<file path="config.mk">
export PLATFORM = sky130hd
export DESIGN_NAME = chan_arbiter
export DESIGN_NICKNAME = d
export VERILOG_FILES = /design/src/rtl/chan_arbiter.sv
export SDC_FILE = /design/constraint.sdc
export NUM_CORES = 1
export LEC_CHECK = 0
export ABC_AREA = 1
export CORE_MARGIN = 4
export CORE_UTILIZATION = 39
export CTS_CLUSTER_DIAMETER = 80
export DETAILED_ROUTE_END_ITERATION = 8
export PLACE_DENSITY_LB_ADDON = 0.15
export SLEW_MARGIN = 20
export SYNTH_ARGS = -nofsm -noshare
export SYNTH_HDL_FRONTEND = slang
export SYNTH_SLANG_ARGS = --single-unit
</file>
<file path="constraint.sdc">
create_clock -name clk -period 3.53 [get_ports clk]
set_clock_uncertainty 0.1 [all_clocks]
set_input_delay 0.8825 -clock clk [delete_from_list [all_inputs] [get_ports clk]]
set_output_delay 0.8825 -clock clk [all_outputs]
set_load 0.02 [all_outputs]
</file>
<file path="src/rtl/chan_arbiter.sv">
// chan_arbiter
//   Merges data blocks from NCH single-channel processors onto one 16-bit
//   stream for the board event FIFO. Channels are granted round-robin. A
//   granted channel is drained one word per ack pulse until its whole block
//   (header, optional trigger word, L data words) has been forwarded.
//
//   Block header: 1xNN_NNNN_LLLL_LLLL
//     bit14 = 1 adds one trigger word after the header.
//     L     = number of data words that follow.
//
//   Optional build macro: ARB_HDRCHK_EN
//     When defined, a header whose bit15 is 0, or whose channel field differs
//     from the granted channel, is dropped and counted in err_cnt.
//     When undefined, err_cnt is tied to 0.
//
// Ports
//   clk      in   125 MHz clock
//   reset    in   asynchronous, active-high reset
//   din      in   channel data, slice i = din[16*i+15:16*i]
//   req      in   channel i holds a complete block
//   ack      out  registered one-hot; each high cycle consumes one word of that channel
//   dout     out  merged data word
//   dvalid   out  dout valid this cycle
//   dafull   in   downstream almost full; pauses ack issue
//   busy     out  a block transfer is in progress
//   cursel   out  channel currently granted
//   err_cnt  out  header error count (saturating)
module chan_arbiter #(
    parameter int NCH = 16,
    parameter int CHW = 4
) (
    input  logic              clk,
    input  logic              reset,
    input  logic [16*NCH-1:0] din,
    input  logic [NCH-1:0]    req,
    output logic [NCH-1:0]    ack,
    output logic [15:0]       dout,
    output logic              dvalid,
    input  logic              dafull,
    output logic              busy,
    output logic [CHW-1:0]    cursel,
    output logic [15:0]       err_cnt
);

    typedef enum logic [2:0] {
        S_IDLE, S_ACKH, S_WAITH, S_HDR, S_COPY, S_DONE
    } state_t;

    state_t         state_q, state_d;
    logic [CHW-1:0] cursel_q, cursel_d;
    logic [CHW-1:0] rr_q, rr_d;
    logic [NCH-1:0] ack_q, ack_d;
    logic [8:0]     rem_q, rem_d;
    logic [8:0]     iss_q, iss_d;
    logic           busy_q, busy_d;
    logic           take_q;
    logic [15:0]    dout_q;
    logic           dvalid_q;

    logic [15:0]    din_arr [NCH];
    logic [15:0]    word;
    logic [8:0]     hdr_rem;
    logic           hdr_err;
    logic           hdr_bad;
    logic [NCH-1:0] ack_sel;
    logic           hit, hit_hi;
    logic [CHW-1:0] pick, pick_hi, pick_lo;

    for (genvar g = 0; g < NCH; g++) begin : g_slice
        assign din_arr[g] = din[16*g +: 16];
    end

    assign word    = din_arr[cursel_q];
    assign ack_sel = NCH'(1) << cursel_q;
    // 9 bits so that L=255 plus a trigger word (256) does not wrap.
    assign hdr_rem = {1'b0, word[7:0]} + {8'd0, word[14]};

`ifdef ARB_HDRCHK_EN
    logic [15:0] err_q;
    assign hdr_err = !word[15] || (word[13:8] != 6'(cursel_q));
`else
    assign hdr_err = 1'b0;
`endif

    // Round-robin search starting after rr_q: lowest requester above rr_q
    // wins, otherwise wrap to the lowest requester overall.
    always_comb begin
        hit     = 1'b0;
        hit_hi  = 1'b0;
        pick_hi = '0;
        pick_lo = '0;
        for (int i = NCH - 1; i >= 0; i--) begin
            if (req[i]) begin
                hit     = 1'b1;
                pick_lo = CHW'(i);
                if (CHW'(i) > rr_q) begin
                    hit_hi  = 1'b1;
                    pick_hi = CHW'(i);
                end
            end
        end
        pick = hit_hi ? pick_hi : pick_lo;
    end

    always_comb begin
        state_d  = state_q;
        cursel_d = cursel_q;
        rr_d     = rr_q;
        ack_d    = '0;
        rem_d    = rem_q;
        iss_d    = iss_q;
        busy_d   = busy_q;
        hdr_bad  = 1'b0;
        case (state_q)
            S_IDLE: begin
                if (hit) begin
                    cursel_d = pick;
                    busy_d   = 1'b1;
                    state_d  = S_ACKH;
                end
            end
            S_ACKH: begin
                if (!dafull) begin
                    ack_d   = ack_sel;
                    state_d = S_WAITH;
                end
            end
            S_WAITH: state_d = S_HDR;
            S_HDR: begin
                iss_d = '0;
                rem_d = hdr_rem;
                if (hdr_err) begin
                    hdr_bad = 1'b1;
                    state_d = S_DONE;
                end else if (hdr_rem == 9'd0) begin
                    state_d = S_DONE;
                end else begin
                    state_d = S_COPY;
                end
            end
            S_COPY: begin
                if (iss_q != rem_q) begin
                    if (!dafull) begin
                        ack_d = ack_sel;
                        iss_d = iss_q + 9'd1;
                    end
                end else if (ack_q == '0) begin
                    // Last ack already retired; its word is being captured now.
                    state_d = S_DONE;
                end
            end
            S_DONE: begin
                busy_d  = 1'b0;
                rr_d    = cursel_q;
                state_d = S_IDLE;
            end
            default: state_d = S_IDLE;
        endcase
    end

    always_ff @(posedge clk or posedge reset) begin
        if (reset) begin
            state_q  <= S_IDLE;
            cursel_q <= '0;
            rr_q     <= '0;
            ack_q    <= '0;
            rem_q    <= '0;
            iss_q    <= '0;
            busy_q   <= 1'b0;
            take_q   <= 1'b0;
            dout_q   <= '0;
            dvalid_q <= 1'b0;
        end else begin
            state_q  <= state_d;
            cursel_q <= cursel_d;
            rr_q     <= rr_d;
            ack_q    <= ack_d;
            rem_q    <= rem_d;
            iss_q    <= iss_d;
            busy_q   <= busy_d;
            // An ack high this cycle puts its word on din next cycle.
            take_q   <= |ack_q;
            dvalid_q <= take_q && !hdr_bad;
            if (take_q && !hdr_bad) begin
                dout_q <= word;
            end
        end
    end

`ifdef ARB_HDRCHK_EN
    always_ff @(posedge clk or posedge reset) begin
        if (reset) begin
            err_q <= '0;
        end else if (hdr_bad && err_q != 16'hFFFF) begin
            err_q <= err_q + 16'd1;
        end
    end
    assign err_cnt = err_q;
`else
    assign err_cnt = 16'd0;
`endif

    assign ack    = ack_q;
    assign dout   = dout_q;
    assign dvalid = dvalid_q;
    assign busy   = busy_q;
    assign cursel = cursel_q;

endmodule

</file>
Word-level counts from Yosys, hierarchy flattened
Index checks and enable logic that the tools add are counted.
- word-level logic and storage cells: 167
- bits in registers: 64
- output and inout bits: 54
- bits of input ports: 275
- equality and inequality tests: 12
- add/subtract/negate cells: 2
- shift operators: 1
- bitwise operators: 1
- reductions and logical operators: 10
- multiplexer cells: 114
- order comparisons: 17
- operator list (kind ; number):
    $mux W4 ; 49
    $bmux W16 S4 ; 1
    $mux W16 ; 4
    $mux W1 ; 50
    $gt A4 B4 Y1 const A ; 8
    $pmux W16 S2 ; 1
    $mux W9 ; 2
    $pmux W9 S2 ; 1
    $gt A3 B4 Y1 const A ; 4
    $logic_not A16 Y1 ; 1
    $reduce_or A16 Y1 ; 1
    $shl A1 B4 Y16 const A ; 1
    $pmux W3 S5 ; 1
    $mux W3 ; 4
    $ne A2 B2 Y1 const B ; 6
    $add A8 B1 Y9 ; 1
    $add A9 B1 Y9 const B ; 1
    $logic_not A9 Y1 ; 1
    $ne A9 B9 Y1 ; 1
    $gt A1 B4 Y1 const A ; 2
    $gt A2 B4 Y1 const A ; 2
    $eq A3 B2 Y1 const B ; 2
    $eq A3 B3 Y1 const B ; 2
    $ge A5 B5 Y1 const B ; 1
    8 further kinds ; 10

Longest topological paths before layout
Gate-level depths: netlist of the first run.
- word-level depth: 34
- mapped depth: 22
- gate-level depth less buffers: 19

Worst setup path before layout of the first run
No wires, ideal clock.
- path kind: register -> register
- start: register cursel_q[0] (netlist: cursel[0])
- end: register state_q[0]
- arrival time: 2.718 ns
- path slack: 0.595 ns
- setup time: 0.117 ns
- required time: 3.313 ns
- path buffers: 5
- cell stages (with the launch flop): 20
- cell sequence: dfrtp_1 -> buf_6 -> buf_6 -> nor2_4 -> buf_6 -> buf_2 -> buf_2 -> a22oi_1 -> nand3_1 -> o211ai_1 -> nand2_1 -> ha_1 -> ha_1 -> nand3_1 -> nor3_1 -> nor2_1 -> nand3_1 -> nand2_1 -> nand2_1 -> nand2_1
- word-level cells in the longest chain between the ends: 8
- RTL lines (item ; RTL line ; RTL):
    start: declaration ; 50 ; logic [CHW-1:0] cursel_q, cursel_d;
    start signal: assignment ; 175 ; cursel_q <= cursel_d;
    $not A4 Y5 (implied by the code) ; 73 ; assign word = din_arr[cursel_q];
    $bmux W16 S4 ; 73 ;
    $mux W16 (implied by the code) (2 in a row) ; 73 ;
    named net word[14] ; 61 ; logic [15:0] word;
    $add A8 B1 Y9 ; 76 ; assign hdr_rem = {1'b0, word[7:0]} + {8'd0, word[14]};
    $logic_not A9 Y1 ; 135 ; end else if (hdr_rem == 9'd0) begin
    $mux W1 ; 135 ;
    $pmux W3 S5 ; 114 ; case (state_q)
    end signal: assignment ; 174 ; state_q <= state_d;
    end: declaration ; 49 ; state_t state_q, state_d;
The timed path passes the listed nets, and every way through them passes these cells. The select of a mux whose other input is x is not followed.
A chain may end at the register's enable or synchronous reset.

Worst setup path after layout of the first run
- start: register cursel_q[1] (netlist: cursel[1])
- end: register state_q[0]
Same word-level chain as after synthesis.

==> results.txt, run 1 <==
The count of buffers added on input and output ports is 312. The logs give 3650 ps for the data required time at the worst endpoint and 13,900 um2 for the area of the core. The count of mapped cells out of synthesis came out at 878.

The die covers 16,200 um2. The number of buffers and inverters on the critical path is 1, and the top achievable clock speed is 309 MHz. The run gives 11,800 um as the routed length on met2. After detailed routing, the total wire length is 23,600 um. After clock tree synthesis, the clock-pin slew on the worst setup and hold paths is 60 ps. The depth of the CTS H-tree is 3, and the initial core utilization is 0.399. Prior to clock tree synthesis, the placed netlist has a worst setup slack of 128 ps. Detailed placement finished with a half-perimeter wire length of 18,700 um. The number of top-level design ports was 329; the placer's final routability congestion estimate was 0.928.

The average instance in the mapped netlist occupies 6.33 um2. From synthesis to final layout, the design area changed by 64.4%. The synthesis warning total came out at 0. The total overflow reported by the global router came out at 0. At the worst endpoint, the arrival time is 3350 ps.

The number of endpoints failing setup at the final stage was 0; the x dimension of the die was 127 um. After synthesis the netlist holds a flip-flop and latch count of 64. 0 antenna diodes ended up in the layout. The tool flagged a number of max-cap violations equal to 0. After detailed routing, the average wire length per cell comes to 17.3 um.

The total of hold buffers inserted after clock tree synthesis was 0; the first-pass GRT wire length was 35,700 um. The worst hold path belongs to the class reg2reg. The critical path in this run is classified as reg2reg.

The worst path setup slack after routing is 298 ps. The smallest clock period supported by the final layout is computed as 3230 ps. Clock latency on the worst-skew pair, taken at its later pin, is 330 ps. Fraction of layout instances using a drive strength above 1: 0.0533.

The buffer cell driving the clock tree root was clkbuf_16. Entering global routing, the biggest net connects 65 pins. The run finished with clean final reports. Cell family with the largest share of critical-path delay: simple AND/OR/NAND/NOR gates. Counting distinct cell types in the post-synthesis netlist gives 38. For the final layout net count, the log shows 1,456.

STA classifies the critical path endpoint as a register. The signal on the critical path passes through inv_4, nor2_4, nand2_1, nand4_1, o211ai_1, nand2_1, ha_1, ha_1, nand3_1, nor3_1, nor2_1, nand3_1, nand2_1, nand2_1, nand2_1. The worst-case headroom to the max-slew limit was 0.403; the via count was 7,131. The final cell area excluding filler cells is 9140 um2, and the final cell utilization of the core is 0.656. The launching element type of the critical path was a register.

The tools report the post-synthesis cell area as 5560 um2. The most frequent cell on the critical path is nand2_1. The logs give 8740 um2 for the cell area after placement and 0.395 mV for the peak supply drop.

The maximum clock path buffer count is 2, and the number of optimization iterations in the first detailed-route pass is 7. The tools report the number of hold-slack violations in the final timing report as 0. After detailed routing, the number of remaining DRC violations is 0.

The uppermost metal layer occupied by signal nets was met5. The register area share after synthesis came out at 0.288. In the final routing, the length of wire on met1 measures 8960 um. Clock tree synthesis inserted a total of 9 buffers. The clock net in this run drives a total of 64 sinks. The power density of the placed cells is 665 nW/um2. The total power draw was 6.08 mW; the maximum fanout count along the critical path was 20. TritonCTS built the clock tree. Once detail routing completed, the nets flagged for antenna violations numbered 0. The first routing iteration left 470 violations. The final cycle utilization of the critical path was 0.915; the number of global-route vias before repair was 6,911. The initial antenna violation count came out at 1.

Number of max-slew violations in the final report: 0. The combined global-route utilization of all metal layers came out at 0.278. The routed design uses 1810 um of met3 wire.

After floorplanning, the core was divided into 43 placement rows. The slew at the pin with the worst max-slew slack was 889 ps; the largest stage delay on the critical path was 610 ps. For this design, the slowest cell found on the critical path is dfrtp_1. In the routed layout, each cell is associated on average with a via count of 5.23.

From bottom edge to top edge, the die measures 127 um. In this run the static leakage power is 4.06 nW.
-- final timing paths --
path,cells past startpoint,slack [ps],from,end
worst max-delay path,15,300,cursel[1],state_q[0]
worst min-delay path,2,410,rem_q[7],rem_q[7]
worst max register to register,15,300,cursel[1],state_q[0]
worst min register to register,2,410,rem_q[7],rem_q[7]
max in group asynchronous,3,2180,reset,cursel[0]
min in group asynchronous,3,820,reset,iss_q[1]
-- cell usage after synthesis --
| cell | instances | area share |
|---|---|---|
| o211ai_1 | 6 | 0.0081 |
| buf_2 | 16 | 0.014 |
| nor3_1 | 10 | 0.0090 |
| buf_4 | 21 | 0.028 |
| or2_2 | 1 | 0.0011 |
| inv_2 | 1 | 0.00067 |
| nor2_2 | 3 | 0.0034 |
| o311ai_0 | 2 | 0.0032 |
| nand4_1 | 26 | 0.029 |
| a21boi_4 | 1 | 0.0034 |
| a31oi_1 | 26 | 0.029 |
| o31ai_1 | 3 | 0.0041 |
| o21ai_0 | 27 | 0.024 |
| a22oi_1 | 56 | 0.076 |
| xnor2_1 | 1 | 0.0016 |
| buf_6 | 8 | 0.016 |
| inv_8 | 1 | 0.0020 |
| nand2_1 | 326 | 0.22 |
| nor2_4 | 1 | 0.0020 |
| o22ai_1 | 1 | 0.0011 |
| nand2_4 | 1 | 0.0020 |
| clkbuf_2 | 1 | 0.00090 |
| nand3b_1 | 3 | 0.0041 |
| ha_1 | 3 | 0.0068 |
| xor2_1 | 9 | 0.014 |
| buf_1 | 2 | 0.0014 |
| clkbuf_1 | 15 | 0.010 |
| a211oi_1 | 1 | 0.0014 |
| nor2_1 | 73 | 0.049 |
| nand3_1 | 79 | 0.071 |
| dfrtp_1 | 64 | 0.29 |
| nor4_1 | 9 | 0.010 |
| inv_1 | 57 | 0.038 |
| nand3_2 | 3 | 0.0054 |
| conb_1 | 1 | 0.00067 |
| a21oi_1 | 16 | 0.014 |
| inv_4 | 1 | 0.0011 |
| nand2_2 | 3 | 0.0034 |
-- per-layer routing --
| metal | GRT usage | vias to the layer above |
|---|---|---|
| li1 | - | 3530 |
| met1 | 0.321 | 3207 |
| met2 | 0.485 | 324 |
| met3 | 0.0681 | 68 |
| met4 | 0.129 | 2 |
| met5 | 0 | - |
-- placed cells by master (no fill, tap or decap), types with 10 or more instances in the layout --
master / netlist / final
a21oi_1: 16 / 16
inv_1: 57 / 55
o21ai_0: 27 / 27
a22oi_1: 56 / 56
a31oi_1: 26 / 26
conb_1: 1 / 16
nand3_1: 79 / 79
nand4_1: 26 / 26
nor3_1: 10 / 10
dfrtp_1: 64 / 61
nand2_1: 326 / 326
nor2_1: 73 / 72
clkdlybuf4s50_1: 0 / 312
buf_4: 21 / 23
-- worst min-delay path: cells and delay by family (launching register included) --
| kind | cells | cell delay (ps) |
|---|---|---|
| flops | 1 | 360 |
| compound gates | 1 | 60 |
| simple gates | 1 | 50 |
-- kinds of logic (layout without fill, tap and decap cells) --
family / Yosys count / in the layout / share of synthesized area
simple gates: 538 / 539 / 0.410
compound gates: 139 / 139 / 0.165
buf+inv: 123 / 412 / 0.114
flops: 64 / 64 / 0.288
xor+xnor: 10 / 10 / 0.0158
fa+ha+maj: 3 / 3 / 0.00675
other cells: 1 / 16 / 0.000675
-- sequential cells by signal, indices dropped and copies added (netlist names) --
register,flops
ack,16
dout,16
iss_q,9
rem_q,9
cursel,4
rr_q,4
state_q,3
busy,1
dvalid,1
take_q,1
-- report_power, final --
part / total (mW) / switching, mW / internal [mW]
clock: 1.05 / 0.339 / 0.711
combinational: 3.85 / 2.36 / 1.49
sequential: 1.18 / 0.225 / 0.955
-- through the flow --
step	cells	hold WS (ps)	setup TNS, ps
final	1363	406	0
after global routing	1363	434	-1.90
after CTS	1357	411	0
after detailed placement	1341	397	0
after global placement	1341	386	0
after floorplan	893	328	0
-- repair_timing --
| action | CTS | global route |
|---|---|---|
| setup endpoints to repair | 0 | 2 |
| gates resized for setup | 0 | 2 |
| endpoints found under the hold margin | 0 | 0 |
| setup buffers | 0 | 5 |
-- area by class of cell --
cell class,count,area [um2]
clock inverter,6,114
inverter,60,239
clock buffer,10,239
fill,1306,4800
timing repair buffer,336,3320
multi-input combinational,707,3400
tap,180,225
sequential,64,1610
Note: power is estimated with default switching activity, not from simulation.
==> run 2: changes to the inputs <==
Settings changed: CTS_CLUSTER_SIZE set to 8.
==> results of run 2 <==
No change in the layout: final DEF, timing and power equal those of run 1.
==> run 3: changes to the inputs <==
Settings changed: TNS_END_PERCENT set to 20.
==> results of run 3 <==
No change in the layout: final DEF, timing and power equal those of run 1.
